File: src/rtl/alu_ctr_muldiv.sv
// ALU control decode for the MIPS execute stage plus an iterative multiply/divide
// unit owning HI/LO, with a pipeline stall while an MDU operation is in flight.
//
// state  | meaning
// S_IDLE | no operation in flight; MDU instructions execute or start here
// S_MUL  | radix-2 shift-add multiply, one multiplier bit per cycle
// S_DIV  | restoring divide, one quotient bit per cycle
module alu_ctr_muldiv #(
    parameter int WIDTH = 32,
    parameter int CNT_W = 6
) (
    input  logic             clk,
    input  logic             rst_n,
    input  logic [1:0]       alu_op,
    input  logic [5:0]       funct,
    input  logic             valid,
    input  logic [WIDTH-1:0] rs_val,
    input  logic [WIDTH-1:0] rt_val,
    output logic [3:0]       alu_ctr,
    output logic             mdu_sel,
    output logic [WIDTH-1:0] mdu_rdata,
    output logic             stall,
    output logic             busy
);

    localparam logic [5:0] F_MFHI  = 6'b010000;
    localparam logic [5:0] F_MTHI  = 6'b010001;
    localparam logic [5:0] F_MFLO  = 6'b010010;
    localparam logic [5:0] F_MTLO  = 6'b010011;
    localparam logic [5:0] F_MULT  = 6'b011000;
    localparam logic [5:0] F_MULTU = 6'b011001;
    localparam logic [5:0] F_DIV   = 6'b011010;
    localparam logic [5:0] F_DIVU  = 6'b011011;

    typedef enum logic [1:0] {
        S_IDLE = 2'd0,
        S_MUL  = 2'd1,
        S_DIV  = 2'd2
    } state_t;

    state_t           state;
    logic [CNT_W-1:0] cnt;
    logic [WIDTH-1:0] hi;
    logic [WIDTH-1:0] lo;
    logic [WIDTH-1:0] acc_hi;   // partial product high half / partial remainder
    logic [WIDTH-1:0] acc_lo;   // multiplier being shifted out / dividend-quotient
    logic [WIDTH-1:0] opnd;     // multiplicand or divisor magnitude
    logic             neg_q;
    logic             neg_r;

    always_comb begin
        alu_ctr = 4'b0010;
        case (alu_op)
            2'b00: alu_ctr = 4'b0010;
            2'b01: alu_ctr = 4'b0110;
            2'b11: alu_ctr = 4'b0000;
            default: begin
                case (funct)
                    6'b100000: alu_ctr = 4'b0010;
                    6'b100010: alu_ctr = 4'b0110;
                    6'b100100: alu_ctr = 4'b0000;
                    6'b100101: alu_ctr = 4'b0001;
                    6'b101010: alu_ctr = 4'b0111;
                    6'b100110: alu_ctr = 4'b0011;
                    6'b100111: alu_ctr = 4'b1100;
                    default:   alu_ctr = 4'b0010;
                endcase
            end
        endcase
    end

    logic r_type;
    logic is_mdu;
    logic act;
    logic op_mthi;
    logic op_mtlo;
    logic op_mul;
    logic op_div;
    logic is_signed;
    logic rs_neg;
    logic rt_neg;
    logic [WIDTH-1:0] rs_mag;
    logic [WIDTH-1:0] rt_mag;

    assign r_type  = (alu_op == 2'b10);
    assign is_mdu  = r_type && ((funct[5:2] == 4'b0100) || (funct[5:2] == 4'b0110));
    assign stall   = valid & busy & is_mdu;
    assign act     = valid & ~stall & is_mdu;
    assign op_mthi = act && (funct == F_MTHI);
    assign op_mtlo = act && (funct == F_MTLO);
    assign op_mul  = act && ((funct == F_MULT) || (funct == F_MULTU));
    assign op_div  = act && ((funct == F_DIV)  || (funct == F_DIVU));

    // Signed variants have funct[0] clear for both mult and div.
    assign is_signed = ~funct[0];
    assign rs_neg    = is_signed & rs_val[WIDTH-1];
    assign rt_neg    = is_signed & rt_val[WIDTH-1];
    assign rs_mag    = rs_neg ? -rs_val : rs_val;
    assign rt_mag    = rt_neg ? -rt_val : rt_val;

    assign mdu_sel = r_type && ((funct == F_MFHI) || (funct == F_MFLO));

    always_comb begin
        mdu_rdata = '0;
        if (r_type && (funct == F_MFHI))
            mdu_rdata = hi;
        else if (r_type && (funct == F_MFLO))
            mdu_rdata = lo;
    end

    logic [WIDTH:0]     mul_sum;
    logic [WIDTH-1:0]   mul_hi_nxt;
    logic [WIDTH-1:0]   mul_lo_nxt;
    logic [2*WIDTH-1:0] prod;
    logic [2*WIDTH-1:0] prod_fix;

    assign mul_sum    = {1'b0, acc_hi} + (acc_lo[0] ? {1'b0, opnd} : {(WIDTH+1){1'b0}});
    assign mul_hi_nxt = mul_sum[WIDTH:1];
    assign mul_lo_nxt = {mul_sum[0], acc_lo[WIDTH-1:1]};
    assign prod       = {mul_hi_nxt, mul_lo_nxt};
    assign prod_fix   = neg_q ? -prod : prod;

    // Partial remainder is always below the divisor, so the top bit of the
    // difference is a clean borrow flag.
    logic [WIDTH:0]   div_shift;
    logic [WIDTH:0]   div_diff;
    logic             div_ok;
    logic [WIDTH-1:0] div_rem_nxt;
    logic [WIDTH-1:0] div_q_nxt;
    logic [WIDTH-1:0] quo_fix;
    logic [WIDTH-1:0] rem_fix;

    assign div_shift   = {acc_hi, acc_lo[WIDTH-1]};
    assign div_diff    = div_shift - {1'b0, opnd};
    assign div_ok      = ~div_diff[WIDTH];
    assign div_rem_nxt = div_ok ? div_diff[WIDTH-1:0] : div_shift[WIDTH-1:0];
    assign div_q_nxt   = {acc_lo[WIDTH-2:0], div_ok};
    assign quo_fix     = neg_q ? -div_q_nxt : div_q_nxt;
    assign rem_fix     = neg_r ? -div_rem_nxt : div_rem_nxt;

    logic last;
    assign last = (cnt == CNT_W'(WIDTH - 1));

    always_ff @(posedge clk or negedge rst_n) begin
        if (!rst_n) begin
            state  <= S_IDLE;
            busy   <= 1'b0;
            cnt    <= '0;
            hi     <= '0;
            lo     <= '0;
            acc_hi <= '0;
            acc_lo <= '0;
            opnd   <= '0;
            neg_q  <= 1'b0;
            neg_r  <= 1'b0;
        end else begin
            case (state)
                S_IDLE: begin
                    if (op_mthi)
                        hi <= rs_val;
                    if (op_mtlo)
                        lo <= rs_val;
                    if (op_mul) begin
                        state  <= S_MUL;
                        busy   <= 1'b1;
                        cnt    <= '0;
                        acc_hi <= '0;
                        acc_lo <= rt_mag;
                        opnd   <= rs_mag;
                        neg_q  <= rs_neg ^ rt_neg;
                        neg_r  <= rs_neg;
                    end
                    if (op_div) begin
                        if (rt_val == '0) begin
                            hi <= rs_val;
                            lo <= '1;
                        end else begin
                            state  <= S_DIV;
                            busy   <= 1'b1;
                            cnt    <= '0;
                            acc_hi <= '0;
                            acc_lo <= rs_mag;
                            opnd   <= rt_mag;
                            neg_q  <= rs_neg ^ rt_neg;
                            neg_r  <= rs_neg;
                        end
                    end
                end
                S_MUL: begin
                    acc_hi <= mul_hi_nxt;
                    acc_lo <= mul_lo_nxt;
                    cnt    <= cnt + CNT_W'(1);
                    if (last) begin
                        hi    <= prod_fix[2*WIDTH-1:WIDTH];
                        lo    <= prod_fix[WIDTH-1:0];
                        state <= S_IDLE;
                        busy  <= 1'b0;
                    end
                end
                S_DIV: begin
                    acc_hi <= div_rem_nxt;
                    acc_lo <= div_q_nxt;
                    cnt    <= cnt + CNT_W'(1);
                    if (last) begin
                        hi    <= rem_fix;
                        lo    <= quo_fix;
                        state <= S_IDLE;
                        busy  <= 1'b0;
                    end
                end
                default: begin
                    state <= S_IDLE;
                    busy  <= 1'b0;
                end
            endcase
        end
    end

endmodule

File: config.mk
export PLATFORM = sky130hd
export DESIGN_NAME = alu_ctr_muldiv
export DESIGN_NICKNAME = d
export VERILOG_FILES = /design/src/rtl/alu_ctr_muldiv.sv
export SDC_FILE = /design/constraint.sdc
export NUM_CORES = 1
export LEC_CHECK = 0
export CORE_AREA = 4 4 236 238
export CTS_CLUSTER_DIAMETER = 150
export DETAILED_ROUTE_END_ITERATION = 10
export DIE_AREA = 0 0 240 242
export HOLD_SLACK_MARGIN = 0.1
export PLACE_DENSITY = 0.48
export SETUP_SLACK_MARGIN = 0.1
export SYNTH_ARGS = -nofsm -noshare
export SYNTH_HDL_FRONTEND = slang
export SYNTH_SLANG_ARGS = --single-unit
export TNS_END_PERCENT = 20
File: constraint.sdc
create_clock -name clk -period 14.47 [get_ports clk]
set_input_delay 4.341 -clock clk [delete_from_list [all_inputs] [get_ports clk]]
set_output_delay 4.341 -clock clk [all_outputs]
set_load 0.05 [all_outputs]
==> impl_results.md, run 1 <==
* Row cnt at 85
* Largest net degree at the start of global routing at 84
* Max cap viols at 0
* EDFF count, synth at 0
* Final Util at 38.7%
* Final worst slack at 3.31 ns
* Overall routing resource usage at approximately 28%
* DIE AREA at roughly 0.058 mm^2
* Total clock sinks at 171
* Die Wd at 240 um
* Critical path class: input port to primary output
* Status: complete, no violations
* Tcrit/Tclk final at 77.1%
* Area growth, synth to finish at 11.6%
* Global-route wire length before repair at 127000 um
* Clk slew on worst S/H paths at roughly 0.080 ns
* Internal Power at around 2 mW
* Fin. Hold Viols at 0
* CP dominant cell by count: clkdlybuf4s50_1
* RSZ-0062 raised after global routing: false
* I/O Buffers at between 100 and 150
* Placed Cells at 3100
* DP Area at 0.0201 mm^2
* DRC viols at 0
* Fin Setup TNS at 0 ns
* Crit-path slowest cell: clkdlybuf4s50_1
* I/O pins at 114
* Flops & latches, synth at between 150 and 200
* Post-route cell area at 0.0207 mm^2
* Hold_buf cts at 0
* Grt total ovfl at 0
* Post-DP HPWL at roughly 64000 um
* H-tree lvl count at 4
* Vias per cell at approximately 6.4
* Cells along the critical path: clkdlybuf4s50_1 -> or4_1 -> buf_4 -> nor2_1 -> clkdlybuf4s50_1
* Die height at about 240 um
* Final hold slack at 0.508 ns
* Switching Share at 55.3%
* Tmin final at 11.16 ns
* Final Total Pwr at 4.46 mW
* Layout cell share with drive strength beyond 1 at 5.30%
* Critical Path Fanout Max at 33
* Post-synthesis cell type count at 95
* CP Launch Type: input port
* Pre-CTS setup slack at about 3.3 ns
* Syn_nets at 2607
* Final GP Congestion at approximately 0.93
* WL/cell at 27.1 um
* Slew HR at 25.4%
* TritonCTS clock tree: yes
* Clk pwr share at 11.1%
* Post-Syn Area at 0.0186 mm^2
* Worst Tran Pin Value at 1.11 ns
* Total routed wirelength at 84800 um
* Layout Nets at roughly 2600
* Mapped Avg Cell Area at 7.56 um^2
* TritonCTS Buffers at 17
* Ys async rst share at 100%
* Hold Crit Class: register to register
* Most common cell after layout, fill and taps aside: nor2_1
* Register area share after synthesis at 23.0%
* Antenna violations before repair at 1
* Setup Fix Bufs, Post-CTS at 0
* Synth Instances at roughly 2500
* Crit path launch: funct[0]
* Reg area at around 0.0043 mm^2
* Routed Antenna Nets at 0
* Core Area at approximately 0.054 mm^2
* Post-CTS resize count at 0
* Final setup viols at 0
* Switching power at 2.46 mW
* YS warnings at 0
* Commonest cells after routing, fill and taps aside: nor2_1 (224), a21oi_1 (218), nand2_1 (210), o21ai_0 (178), dfrtp_1 (170)
* Crit path DAT at 6.82 ns
* Final Non-Filler Cells at around 3100
* Multi-input gate area at between 0.01 and 0.015 mm^2
* Clock Tree Buf Depth at 2
* Worst EP required at 10.13 ns
* Pwr/cell area at 215 mW/mm^2
* DRT iter0 DRCs at 2295
* Reg power frac at 21.5%
* Vias at 20100
* Hold Crit Start: opnd[24]
* Static Leak at 7.93 nW
* Max incr delay on CP at 0.81 ns
* Gate power share at 67.3%
* Vias in the first global route at ~19000
* Worst Setup End Kind: primary output
* Final Max Tran Viols at 0
* Starting Density at around 35%
* Ys flop type: dfrtp_1
* Fin Clk Skew at around 0.014 ns
* Fill cells at 5703
* Fmax at 89.6 MHz
* CTS root buffer: clkbuf_16
* Worst skew pair latency at 0.50 ns
* Pre-antenna DRT Iters at 6
* Critical R2R Launch: acc_lo[31]
* Max IR drop VDD at between 0.0001 and 0.00015 V
worst max-delay path: cells and delay by family:
family                 cells  cell delay [ns]
buffers and inverters      3             1.68
and+or+nand+nor            2             0.76
area by class of cell:
| class | count | area share, % |
|---|---|---|
| multi-input combinational | 2005 | 64.0 |
| sequential | 171 | 20.7 |
| timing repair buffer | 153 | 6.90 |
| tap | 696 | 4.20 |
| clock buffer | 19 | 2.09 |
| inverter | 75 | 1.36 |
| clock inverter | 13 | 0.742 |
| antenna | 1 | 0.0121 |
synth_stat cells, drive strengths merged, types with 25 or more instances:
| master | instances | area (um^2) |
|---|---|---|
| xnor2 | 133 | 1160 |
| xor2 | 82 | 718 |
| a22oi | 41 | 308 |
| nand2 | 211 | 795 |
| clkbuf | 187 | 703 |
| o22a | 25 | 219 |
| ha | 74 | 926 |
| o22ai | 67 | 419 |
| inv | 72 | 270 |
| a211oi | 36 | 283 |
| dfrtp | 171 | 4280 |
| a221oi | 31 | 278 |
| nor2 | 226 | 856 |
| or3 | 30 | 188 |
| nand4 | 26 | 169 |
| nor3 | 49 | 250 |
| mux2i | 61 | 611 |
| a22o | 57 | 499 |
| nand3 | 31 | 155 |
| a21oi | 221 | 1110 |
| o21ai | 183 | 916 |
| o31ai | 36 | 270 |
| nor4 | 28 | 188 |
| o211ai | 31 | 233 |
sequential cells by signal, indices dropped and copies added (netlist names):
| register | flops |
|---|---|
| state | 2 |
| hi | 32 |
| cnt | 6 |
| busy | 1 |
| acc_hi | 32 |
| neg_r | 1 |
| lo | 32 |
| opnd | 32 |
| neg_q | 1 |
| acc_lo | 32 |
logic make-up after synthesis:
family / Yosys count / synth area share, %
xor+xnor: 215 / 10.1
flops: 171 / 23.0
compound gates: 926 / 33.6
fa+ha+maj: 76 / 5.20
mux: 68 / 3.71
simple gates: 720 / 18.6
buf+inv: 280 / 5.75
metal layers:
metal  wire (um)  vias up  GRT usage [%]
met2       37200      924           42.9
li1            -     9115              -
met5           0        -              0
met1       38700     9924           42.0
met3        6420       92           3.86
met4        2490        0           8.88
power groups by stage:
stage,Sequential (mW),Clock (mW),Combinational (mW)
floorplan,0.764,0,2.20
global placement,0.963,0,2.93
detailed placement,0.957,0,2.94
CTS,0.950,0.503,2.96
global route,0.981,0.520,3.25
finish,0.961,0.497,3.00
path summary, 6_finish.rpt:
check / to / slack (ns) / cells after the start
max reg2reg: hi[10] / 8.11 / 21
min in group asynchronous: acc_hi[10] / 3.84 / 1
min: opnd[24] / 0.51 / 1
max in group asynchronous: lo[17] / 8.78 / 3
max: mdu_rdata[21] / 3.31 / 5
min reg2reg: opnd[24] / 0.51 / 1
Note: power is estimated with default switching activity, not from simulation.
==> run 2, diff against run 1 <==
==> constraint.sdc (replaced) <==
create_clock -name clk -period 11.5 [get_ports clk]
set_input_delay 3.45 -clock clk [delete_from_list [all_inputs] [get_ports clk]]
set_output_delay 3.45 -clock clk [all_outputs]
set_load 0.05 [all_outputs]
==> run 2 against run 1 <==
Net effect: die area stayed put; combinational power rose by 26%; global-route usage grew 0.054 points; wire length rose by 0.73%; clock-buffer cell count decreased by 2; design area hardly changed; clock skew grew 0.0018 ns; critical endpoint is now mdu_rdata[18]; largest power group unchanged; highest routed layer unchanged.
==> impl_results.md, run 2 (synthesized netlist as in run 1, its figures left out) <==
* Status: complete, no violations
* Hold path depth at 1
* CP top delay family: buffers and inverters
* Final setup viols at 0
* Max IR drop VDD at 0.000121 V
* Pwr/cell area at 271 mW/mm^2
* Post-DP HPWL at 63900 um
* Static Leak at 7.93 nW
* Clock Tree Buf Depth at 2
* Starting Density at 34.6%
* Pre-CTS setup slack at ~2.1 ns
* DP Area at slightly above 0.02 mm^2
* Tmin final at between 9 and 10 ns
* Fill cells at 5619
* Vias per cell at 6.42
* Vias in the first global route at 18900
* Worst Reg-to-Reg Cells at 21
* Final Max Tran Viols at 0
* Tcrit/Tclk final at a little over 80%
* Pre-antenna DRT Iters at 6
* Post-route cell area at slightly above 0.02 mm^2
* Slew HR at between 20% and 30%
* Final hold slack at 0.516 ns
* Die height at approximately 240 um
* Layout cell share with drive strength beyond 1 at roughly 5.3%
* Worst Tran Pin Value at 1.16 ns
* Hold Crit Class: register to register
* Fin Clk Skew at 0.0154 ns
* CP dominant cell by count: clkdlybuf4s50_1
* WL/cell at 27.3 um
* TritonCTS Buffers at 17
* Final GP Congestion at 0.955
* Worst skew pair latency at about 0.48 ns
* DIE AREA at approximately 0.058 mm^2
* Critical path class: input port to primary output
* Area growth, synth to finish at 11.5%
* Row cnt at 85
* Total routed wirelength at around 85000 um
* Die Wd at between 200 and 250 um
* Worst EP required at 8.05 ns
* Critical Path Fanout Max at 33
* Setup Fix Bufs, Post-CTS at 0
* WL met3 at 6700 um
* Most common cell after layout, fill and taps aside: nor2_1
* Hold_buf cts at 0
* Crit path DAT at approximately 6 ns
* Final Total Pwr at about 5.6 mW
* Antenna violations before repair at 0
* Crit path launch: funct[0]
* DR top layer: met4
* Cells along the critical path: clkdlybuf4s50_1 -> or4_1 -> buf_4 -> nor2_1 -> clkdlybuf4s50_1
* Routed Antenna Nets at 0
* Layout Nets at 2573
* TritonCTS clock tree: yes
* Fin Setup TNS at 0 ns
* CTS root buffer: clkbuf_16
* CP Depth at 5
* Commonest cells after routing, fill and taps aside: nor2_1 (224), a21oi_1 (218), nand2_1 (210), o21ai_0 (178), dfrtp_1 (170)
* I/O pins at 114
* Setup slack, reg-to-reg at 5.28 ns
* WL met1 at ~39000 um
* CP Launch Type: input port
* Total clock sinks at 171
* RSZ-0062 raised after global routing: false
* Grt total ovfl at 0
* Max incr delay on CP at 0.83 ns
* Crit-path slowest cell: clkdlybuf4s50_1
* H-tree lvl count at 4
* Post-CTS resize count at 0
* Final worst slack at 2.07 ns
* DRT iter0 DRCs at roughly 2300
* Critical R2R Launch: acc_lo[31]
* Global-route wire length before repair at 127000 um
* Clk slew on worst S/H paths at 0.07 ns
* RR Endpoint: hi[10]
* Crit path buf inv count at 3
* Met2 Wirelength at 37300 um
* I/O Buffers at 113
* Fin. Hold Viols at 0
* Vias at between 20000 and 25000
* Hold Crit Start: opnd[2]
* Largest net degree at the start of global routing at 67
* Max cap viols at 0
* Overall routing resource usage at 28.5%
* DRC viols at 0
* Core Area at 0.0536 mm^2
* Critical path destination: mdu_rdata[18]
* Worst Setup End Kind: primary output
* Fmax at roughly 110 MHz
* # diodes at 0
## run 2: cell types whose count changed in the layout (fill, tap and decap cells not counted), sizes merged
cell | before | now
clkinv | 7 | 9
bufinv | 2 | 1
clkbuf | 20 | 18
diode | 1 | 0
buf | 41 | 40
clkinvlp | 1 | 2
## run 2: through the flow
step / utilization, % / std cells
finish: 38.6 / 3131
floorplan: - / 2456
global route: 38.6 / 3131
detailed placement: 37.6 / 3099
CTS: 38.6 / 3131
global placement: 37.6 / 3099
## run 2: worst min-delay path by stage
stage | slack [ns] | endpoint
after floorplan | 0.45 | opnd[16]
after global placement | 0.49 | opnd[7]
after detailed placement | 0.50 | opnd[2]
after CTS | 0.51 | opnd[2]
after global routing | 0.53 | opnd[30]
final | 0.52 | opnd[2]
## run 2: worst reg2reg max path: cells and delay by family, from the launching register on
| family | cells | cell delay, ns |
|---|---|---|
| xor+xnor | 1 | 0.12 |
| fa+ha+maj | 3 | 1.11 |
| buf+inv | 6 | 1.31 |
| simple gates | 2 | 0.23 |
| flops | 1 | 0.64 |
| compound gates | 9 | 2.65 |
## run 2: power by group
group	internal (mW)	leakage [nW]	switching, mW
Combinational	1.36	5.46	2.42
Sequential	0.829	2.18	0.398
Clock	0.307	0.284	0.309
Total	2.49	7.93	3.13
## run 2: area by class of cell
class                   instances  area (um^2)  area share, %
clock buffers                  17          425           2.05
clock inverters                15          160          0.773
inverters                      75          282           1.36
multi-input cells            2005        13300           64.1
flip-flops and latches        171         4280           20.7
well taps                     696          871           4.20
repair buffers                152         1420           6.87
## run 2: per-layer routing
layer / vias to the layer above / track usage, %
met5: - / 0
met4: 0 / 7.49
met3: 113 / 5.09
met2: 951 / 43.0
met1: 9940 / 41.8
li1: 9107 / -
==> run 3, diff against run 2 <==
--- a/config.mk
+++ b/config.mk
@@ -10,7 +10,7 @@
 export DETAILED_ROUTE_END_ITERATION = 10
 export DIE_AREA = 0 0 240 242
 export HOLD_SLACK_MARGIN = 0.1
-export PLACE_DENSITY = 0.48
+export PLACE_DENSITY = 0.5
 export SETUP_SLACK_MARGIN = 0.1
 export SYNTH_ARGS = -nofsm -noshare
 export SYNTH_HDL_FRONTEND = slang
==> constraint.sdc (replaced) <==
create_clock -name clk -period 7.9 [get_ports clk]
set_input_delay 2.37 -clock clk [delete_from_list [all_inputs] [get_ports clk]]
set_output_delay 2.37 -clock clk [all_outputs]
set_load 0.05 [all_outputs]
==> run 3 against run 2 <==
Net effect: sequential share of layout area down 0.054 points; utilization up 0.10 points; non-clock buffer count up 2; combinational power up 46%; final cell count about the same; setup slack worse by 1.0 ns; global-route usage down 1.1 points; clock skew down 0.00054 ns.
==> impl_results.md, run 3 (synthesized netlist as in run 1, its figures left out) <==
* Worst skew pair latency at 0.47 ns
* Gr busiest metal: met1
* I/O pins at 114
* Setup slack, reg-to-reg at 1.84 ns
* Most common cell after layout, fill and taps aside: nor2_1
* Clk slew on worst S/H paths at 0.07 ns
* # diodes at 0
* Critical path class: input port to primary output
* Cells along the critical path: clkdlybuf4s50_1 -> nand3b_1 -> o21ai_0 -> and2_1 -> clkdlybuf4s50_1
* Overall routing resource usage at a little over a quarter
* Largest net degree at the start of global routing at between 90 and 100
* CP Launch Type: input port
* Fin. Hold Viols at 0
* Critical R2R Launch: acc_lo[0]
* Area growth, synth to finish at 11.8%
* Core Area at 0.0536 mm^2
* CP top delay family: buffers and inverters
* H-tree lvl count at 4
* DP Area at a little over 0.02 mm^2
* Antenna violations before repair at 1
* I/O Buffers at 113
* Routed Antenna Nets at 0
* Total routed wirelength at 83000 um
* Final setup viols at 0
* Max incr delay on CP at 0.81 ns
* Crit path DAT at 4.49 ns
* Worst Setup End Kind: primary output
* GR Util met3 at 4.74%
* Pwr/cell area at 389 mW/mm^2
* Max cap viols at 0
* Die height at ~240 um
* Total clock sinks at 171
* Grt total ovfl at 0
* Die Wd at 240 um
* Setup Fix Bufs, Post-CTS at 0
* Hold path depth at 2
* Pre-antenna DRT Iters at 6
* Hold Crit Start: opnd[16]
* Final GP Congestion at 0.944
* Commonest cells after routing, fill and taps aside: nor2_1 (224), a21oi_1 (218), nand2_1 (210), o21ai_0 (178), dfrtp_1 (170)
* Met2 usage at between 40% and 50%
* Vias per cell at around 6.4
* Crit path buf inv count at 2
* Worst EP required at 5.53 ns
* RSZ-0062 raised after global routing: false
* Clock Tree Buf Depth at 2
* Slew HR at 12.7%
* Hold_buf cts at 0
* Critical Path Fanout Max at 12
* Final hold slack at 0.502 ns
* TritonCTS Buffers at 17
* Global-route wire length before repair at approximately 120000 um
* Vias in the first global route at ~19000
* Final Util at 38.7%
* Final Max Tran Viols at 0
* GR Layer Usage met1 at 41.0%
* Fmax at roughly 150 MHz
* Post-CTS resize count at 0
* Multi-input gate area at 0.0133 mm^2
* Reg area at 0.00428 mm^2
* Final Total Pwr at 8.08 mW
* WL/cell at between 20 and 30 um
* RR Endpoint: hi[25]
* Layout Nets at 2575
* TritonCTS clock tree: yes
* Fin Clk Skew at 0.0149 ns
* WHS Endpoint: opnd[16]
* Fill cells at 5668
* Tmin final at 6.86 ns
* DIE AREA at about 0.058 mm^2
* Hold Crit Class: register to register
* CP dominant cell by count: clkdlybuf4s50_1
* Vias at 20000
* DRC viols at 0
* Crit-path slowest cell: clkdlybuf4s50_1
* Starting Density at 34.6%
* Tcrit/Tclk final at between 80 and 90%
* CTS root buffer: clkbuf_16
* Layout cell share with drive strength beyond 1 at 6.73%
* Worst Reg-to-Reg Cells at 15
* DRT iter0 DRCs at ~2600
* Post-route cell area at 0.0208 mm^2
* Post-DP HPWL at between 60000 and 70000 um
* Worst Tran Pin Value at 1.31 ns
* Status: complete, no violations
* Row cnt at 85
* Max IR drop VDD at between 0.0002 and 0.00025 V
* Static Leak at 8.01 nW
* Fin Setup TNS at 0 ns
==> run 3: cell count changes in the layout (fill, tap and decap cells not counted) <==
cell | before | now
clkdlybuf4s50_1 | 111 | 78
buf_4 | 39 | 62
buf_12 | 0 | 12
clkinvlp_4 | 2 | 5
clkinv_4 | 3 | 1
a21o_1 | 19 | 20
a21o_2 | 1 | 0
buf_6 | 0 | 1
bufinv_16 | 1 | 0
clkbuf_8 | 1 | 0
==> run 3: cell type report <==
cell class              count  share of cell area, %
inverters                  75                   1.36
flip-flops and latches    171                   20.6
repair buffers            154                   7.23
well taps                 696                   4.19
multi-input cells        2005                   63.9
clock buffers              17                   2.05
clock inverters            15                  0.651
==> run 3: how the worst max path moves through the flow <==
| stage | end | startpoint | slack (ns) | depth (start not counted) |
|---|---|---|---|---|
| 2_1_floorplan | stall | funct[5] | 1.42 | 2 |
| 3_3_place_gp | alu_ctr[0] | funct[0] | 1.08 | 5 |
| 3_5_place_dp | alu_ctr[0] | funct[0] | 1.03 | 5 |
| 4_1_cts | alu_ctr[0] | funct[0] | 1.01 | 5 |
| 5_1_grt | alu_ctr[0] | funct[0] | 0.88 | 5 |
| 6_report | alu_ctr[0] | funct[0] | 1.04 | 5 |
==> run 3: per-stage QoR <==
stage                     instances  setup WS (ns)
after detailed placement       3101           1.03
after CTS                      3133           1.01
after global routing           3133          0.883
final                          3133           1.04
after floorplan                2456           1.42
after global placement         3101           1.08
==> run 3: power by group <==
| group | switching [mW] | internal, mW | leakage, nW | total [mW] |
|---|---|---|---|---|
| Clock | 0.448 | 0.415 | 0.262 | 0.863 |
| Sequential | 0.506 | 1.21 | 2.18 | 1.71 |
| Combinational | 3.52 | 1.98 | 5.57 | 5.50 |
| Total | 4.48 | 3.60 | 8.01 | 8.08 |
==> run 3: per-layer routing <==
layer	share of wire (%)	vias to the layer above
met2	43	952
met1	46	9875
met4	2.8	0
met3	8.6	96
met5	0	-
li1	-	9111
==> run 3: tightest hold or removal path, delay by kind of cell, from the launching register on <==
| kind | cells | cell delay [ns] |
|---|---|---|
| compound gates | 1 | 0.06 |
| flops | 1 | 0.36 |
| simple gates | 1 | 0.05 |
